$ cat config.mk
export PLATFORM = sky130hd
export DESIGN_NAME = bus_arbiter
export DESIGN_NICKNAME = d
export VERILOG_FILES = /design/src/rtl/bus_arbiter.sv
export SDC_FILE = /design/constraint.sdc
export NUM_CORES = 1
export LEC_CHECK = 0
export CAP_MARGIN = 20
export CORE_MARGIN = 2
export CORE_UTILIZATION = 47
export DETAILED_ROUTE_END_ITERATION = 16
export PLACE_DENSITY = 0.78
export SLEW_MARGIN = 30
export SYNTH_ARGS = -nofsm -noshare
export SYNTH_HDL_FRONTEND = slang
export SYNTH_SLANG_ARGS = --single-unit
export TNS_END_PERCENT = 1
$ cat constraint.sdc
create_clock -name i_clk -period 2.4 [get_ports i_clk]
set_clock_uncertainty 0.1 [all_clocks]
set_input_delay 0.36 -clock i_clk [delete_from_list [all_inputs] [get_ports i_clk]]
set_output_delay 0.36 -clock i_clk [all_outputs]
set_load 0.05 [all_outputs]
$ cat src/rtl/bus_arbiter.sv
// Round-robin owner arbiter for the shared 4-bit transfer bus: grants one master
// at a time, forces a one-cycle turnaround between owners and revokes overlong holds.
module bus_arbiter #(
  parameter int          NREQ      = 3,
  parameter int          TIMEOUT   = 64,
  parameter logic [3:0]  IDLE_ADDR = 4'b1111
) (
  input  logic              i_clk,
  input  logic              i_rst_n,
  input  logic [NREQ-1:0]   i_req,
  input  logic [4*NREQ-1:0] i_addr_in,
  input  logic [NREQ-1:0]   i_val_in,
  input  logic              i_clr_err,
  output logic [NREQ-1:0]   o_gnt,
  output logic [3:0]        o_addr,
  output logic              o_val,
  output logic              o_busy,
  output logic [1:0]        o_owner,
  output logic              o_timeout_err
);

  localparam logic [1:0] S_IDLE  = 2'd0;
  localparam logic [1:0] S_GRANT = 2'd1;
  localparam logic [1:0] S_TURN  = 2'd2;
  localparam logic [1:0] LAST     = 2'(NREQ - 1);
  localparam logic [7:0] HOLD_MAX = 8'(TIMEOUT - 1);

  logic [1:0]      r_state;
  logic [1:0]      r_ptr;
  logic [1:0]      r_owner;
  logic [NREQ-1:0] r_gnt;
  logic [7:0]      r_cnt;
  logic [NREQ-1:0] r_mask;
  logic            r_timeout_err;

  // Per-master views padded to four slots so a 2-bit index is always in range.
  logic [3:0]      w_req_pad;
  logic [3:0]      w_elig_pad;
  logic [3:0]      w_val_pad;
  logic [3:0]      w_addr_arr [4];
  logic [1:0]      w_scan;
  logic            w_pick_valid;
  logic [1:0]      w_pick_idx;
  logic [NREQ-1:0] w_pick_oh;
  logic [NREQ-1:0] w_mask_set;
  logic            w_in_grant;
  logic            w_release;
  logic            w_revoke;

  genvar gi;
  generate
    for (gi = 0; gi < 4; gi++) begin : g_pad
      if (gi < NREQ) begin : g_used
        assign w_req_pad[gi]  = i_req[gi];
        assign w_elig_pad[gi] = i_req[gi] & ~r_mask[gi];
        assign w_val_pad[gi]  = i_val_in[gi];
        assign w_addr_arr[gi] = i_addr_in[4*gi +: 4];
      end else begin : g_unused
        assign w_req_pad[gi]  = 1'b0;
        assign w_elig_pad[gi] = 1'b0;
        assign w_val_pad[gi]  = 1'b0;
        assign w_addr_arr[gi] = IDLE_ADDR;
      end
    end
    for (gi = 0; gi < NREQ; gi++) begin : g_onehot
      assign w_pick_oh[gi]  = (w_pick_idx == 2'(gi));
      assign w_mask_set[gi] = w_revoke && (r_owner == 2'(gi));
    end
  endgenerate

  // Scan upward from the slot after the last owner, wrapping at NREQ.
  always_comb begin
    w_pick_valid = 1'b0;
    w_pick_idx   = 2'd0;
    w_scan       = r_ptr;
    for (int off = 0; off < NREQ; off++) begin
      w_scan = (w_scan == LAST) ? 2'd0 : w_scan + 2'd1;
      if (!w_pick_valid && w_elig_pad[w_scan]) begin
        w_pick_valid = 1'b1;
        w_pick_idx   = w_scan;
      end
    end
  end

  assign w_in_grant = (r_state == S_GRANT);
  assign w_release  = w_in_grant && !w_req_pad[r_owner];
  assign w_revoke   = w_in_grant && w_req_pad[r_owner] && (r_cnt == HOLD_MAX);

  always_ff @(posedge i_clk or negedge i_rst_n) begin
    if (!i_rst_n) begin
      r_state       <= S_IDLE;
      r_ptr         <= LAST;
      r_owner       <= 2'd0;
      r_gnt         <= '0;
      r_cnt         <= 8'd0;
      r_mask        <= '0;
      r_timeout_err <= 1'b0;
    end else begin
      r_mask <= (r_mask & i_req) | w_mask_set;
      if (w_revoke) begin
        r_timeout_err <= 1'b1;
      end else if (i_clr_err) begin
        r_timeout_err <= 1'b0;
      end
      case (r_state)
        S_IDLE, S_TURN: begin
          if (w_pick_valid) begin
            r_state <= S_GRANT;
            r_gnt   <= w_pick_oh;
            r_owner <= w_pick_idx;
            r_cnt   <= 8'd0;
          end else begin
            r_state <= S_IDLE;
          end
        end
        S_GRANT: begin
          if (w_release || w_revoke) begin
            r_gnt   <= '0;
            r_ptr   <= r_owner;
            r_state <= S_TURN;
          end else begin
            r_cnt <= r_cnt + 8'd1;
          end
        end
        default: r_state <= S_IDLE;
      endcase
    end
  end

  assign o_gnt         = r_gnt;
  assign o_busy        = w_in_grant;
  assign o_owner       = r_owner;
  assign o_timeout_err = r_timeout_err;
  assign o_addr        = w_in_grant ? w_addr_arr[r_owner] : IDLE_ADDR;
  assign o_val         = w_in_grant & w_val_pad[r_owner];

endmodule

==> summary.log <==
[drt] via count of the routed design 1038
[grt] number of global-route vias before repair 956
[final_layout] commonest cells after routing, fill and taps aside sky130_fd_sc_hd__clkdlybuf4s50_1, sky130_fd_sc_hd__dfrtp_1, sky130_fd_sc_hd__nand2_1
[power_and_ir_drop] Leakage Power 0.671 nW
[timing] hold violation total from the final report 0
[synthesis] share of synthesized area occupied by flip-flops and latches 0.454
[die] die area 2880 µm²
[power_and_ir_drop] fraction of power spent switching nets 0.491
[cts] Clk pin slew, worst setup/hold paths 0.12 ns
[final_layout] fraction of layout cells with a size suffix above 1 0.158
[drt] detailed-route DRC error count 0
[setup_path] worst setup path class reg2out
[status] outcome finished, final reports clean
[cts] Root Driver sky130_fd_sc_hd__clkbuf_4
[drt] via/cell ratio 5.52
[synthesis] syn_area_per_cell 9.44 µm²
[timing] achievable frequency 0.436 GHz
[placed_design] input/output buffers 32
[final_layout] area of all sequential standard cells 527 µm²
[placed_design] DPL Wire Length 2.00 mm
[placed_design] GP Congestion 0.848
[power_and_ir_drop] cell-internal power 0.872 mW
[final_layout] antenna cells 0
[drt] wire length after detailed routing 2.69 mm
[synthesis] netlist area before placement 1160 µm²
[synthesis] yosys warns 0
[power_and_ir_drop] fraction of power consumed by combinational cells 0.588
[synthesis] Mapped Nets 145
[drt] Wirelength per Cell 14.3 µm
[synthesis] Post-synth top flop sky130_fd_sc_hd__dfrtp_1
[grt] GRT Util Overall 0.203
[cts] Inserted Clock Buffers 3
[timing] unrepaired setup endpoints after global routing false
[hold_path] path class of the lowest-slack min-delay path in2async
[setup_path] required time of the critical path 1.94 ns
[cts] clk_lat worst skew 0.31 ns
[final_layout] post-route cell area 1540 µm²
[setup_path] crit end category output port
[final_layout] filler instances 191
[placed_design] post-placement cell area 1520 µm²
[timing] total negative setup slack 0 ns
[drt] Detailed Route Iter0 Violations 13
[setup_path] Crit path arrival time 1.83 ns
[die] Top-Level Pins 33
[synthesis] count of state elements after synthesis 21
[setup_path] crit path launch type flop
[grt] wire length of the first global-routing pass 4.16 mm
[grt] global route overflow 0
[setup_path] beginning of the critical path o_owner[1]
[final_layout] area grow syn2layout 33.0%
[drt] number of nets with antenna violations after routing 0
[die] die height 53.7 µm
[cts] number of buffers added for setup after CTS 0
[die] Std-Cell Core Area 2410 µm²
[setup_path] startpoint of the lowest-slack register-to-register path r_cnt[0]
[cts] number of sinks driven by the clock tree 21
[synthesis] share of synthesized flip-flops with an asynchronous set or reset 1.00
[final_layout] number of nets in the finished design 181
[power_and_ir_drop] power dissipated by switching net loads 0.840 mW
[grt] initial antenna violation count 0
[timing] final max-slew violation count 0
[die] Site Rows 18
[cts] number of H-tree branching levels 1
[final_layout] area taken by multi-input logic gates 589 µm²
[cts] CTS tree done
[power_and_ir_drop] pwr dens 1110 nW/µm²
[timing] worst-case headroom to the max-slew limit 0.658
[job] max-cap violations 0
[drt] first-pass iteration count of the detailed router 4
[grt] largest net degree at the start of global routing 22
[timing] slew at the pin closest to its max-slew limit 0.511 ns
[synthesis] number of flops mapped to enable cells by yosys 0
[timing] final setup vio count 0
[final_layout] most common cell after layout, fill and taps aside sky130_fd_sc_hd__clkdlybuf4s50_1
[timing] share of the clock period used by the worst path after layout 0.955
[synthesis] library cells used by synthesis 36
[die] die span in x 53.7 µm
[cts] number of buffers on the longest clock path 2
[power_and_ir_drop] share of total power in sequential cells 0.311
[power_and_ir_drop] worst voltage drop across the vdd grid 0.000774 V
[setup_path] crit-path max FO 14
[synthesis] Syn Inst Count 123
[power_and_ir_drop] clock network fraction of design power 0.101
[die] Initial Utilization 0.482
[timing] post-layout minimum cycle time 2.29 ns
## power by group through the flow
stage | logic (mW) | clock network, mW | registers, mW
final | 1.01 | 0.173 | 0.533
after global routing | 1.08 | 0.195 | 0.547
after CTS | 1.01 | 0.177 | 0.534
after detailed placement | 1.01 | 0 | 0.541
after global placement | 0.998 | 0 | 0.534
after floorplan | 0.617 | 0 | 0.631
## metrics by stage
stage                     setup slack [ns]   util  hold WS (ns)  power (mW)  std cells
after global routing               0.00437  0.641         0.301        1.82        188
after global placement               0.355  0.629         0.362        1.53        184
final                                0.108  0.641         0.272        1.71        188
after CTS                           0.0301  0.640         0.284        1.72        188
after detailed placement             0.293  0.629         0.373        1.55        184
after floorplan                     0.0347      -       -0.0356        1.25        123
## worst max-delay path, stage by stage, from the launching register on
cell and delay, ns:
sky130_fd_sc_hd__dfrtp_1 0.68, sky130_fd_sc_hd__mux2_2 0.39, sky130_fd_sc_hd__o22ai_1 0.17, sky130_fd_sc_hd__nand2_1 0.08, sky130_fd_sc_hd__buf_4 0.19
## logic make-up (layout without fill, tap and decap cells)
kind of cell / Yosys count / count (layout) / synth area share
AOI/OAI and AO/OA: 34 / 34 / 0.192
xor gates and xnor gates: 1 / 1 / 0.00754
adders and majority gates: 1 / 1 / 0.0108
buffers and inverters: 10 / 45 / 0.0388
DFF: 21 / 21 / 0.454
muxes: 8 / 8 / 0.0754
and+or+nand+nor: 48 / 48 / 0.222
## synthesized netlist by cell type (all sizes together) (2+ instances only)
| cell | count | share of area |
|---|---|---|
| nand2b | 7 | 0.040 |
| dfrtp | 20 | 0.43 |
| a21oi | 6 | 0.036 |
| mux2i | 2 | 0.017 |
| nor2 | 9 | 0.029 |
| o21ai | 12 | 0.052 |
| inv | 7 | 0.023 |
| buf | 2 | 0.013 |
| or3 | 3 | 0.016 |
| o211ai | 2 | 0.013 |
| nand3 | 6 | 0.030 |
| mux2 | 6 | 0.058 |
| o31ai | 3 | 0.019 |
| nand2 | 17 | 0.055 |
| o21a | 2 | 0.013 |
| o22ai | 4 | 0.022 |
## state kept, by name (all words and copies together) (netlist names)
signal,count
o_timeout_err,1
o_owner,2
r_mask,3
o_gnt,3
r_cnt,8
r_state,2
r_ptr,2
## timing repair
item | CTS | global route
hold buffers | 0 | 0
gates resized for setup | 1 | 1
setup endpoints to repair | 1 | 1
## cell type report
| class | instances | share of cell area |
|---|---|---|
| well taps | 30 | 0.0243 |
| clock inverters | 1 | 0.00324 |
| multi-input cells | 92 | 0.382 |
| inverters | 7 | 0.0170 |
| flip-flops and latches | 21 | 0.341 |
| repair buffers | 34 | 0.218 |
| clock buffers | 3 | 0.0146 |
## per-layer routing
layer  track usage  share of wire  vias to the layer above  routed length [µm]
li1              -              -                      507                   -
met1         0.246           0.43                      485                1160
met2         0.325           0.46                       41                1250
met3        0.0528          0.088                        5                 237
met4         0.115          0.016                        0                  43
met5             0              0                        -                   0
## path summary, 6_finish.rpt
| path | depth (start not counted) | slack, ns | end |
|---|---|---|---|
| worst min register to register | 2 | 0.40 | r_mask[0] |
| worst max-delay path | 4 | 0.11 | o_addr[0] |
| worst min-delay path | 2 | 0.27 | r_cnt[2] |
| min in group i_clk | 2 | 0.40 | r_mask[0] |
| worst max register to register | 6 | 0.42 | o_gnt[0] |
| max in group asynchronous | 2 | 1.65 | r_ptr[1] |
(Power assumes the default switching activity.)
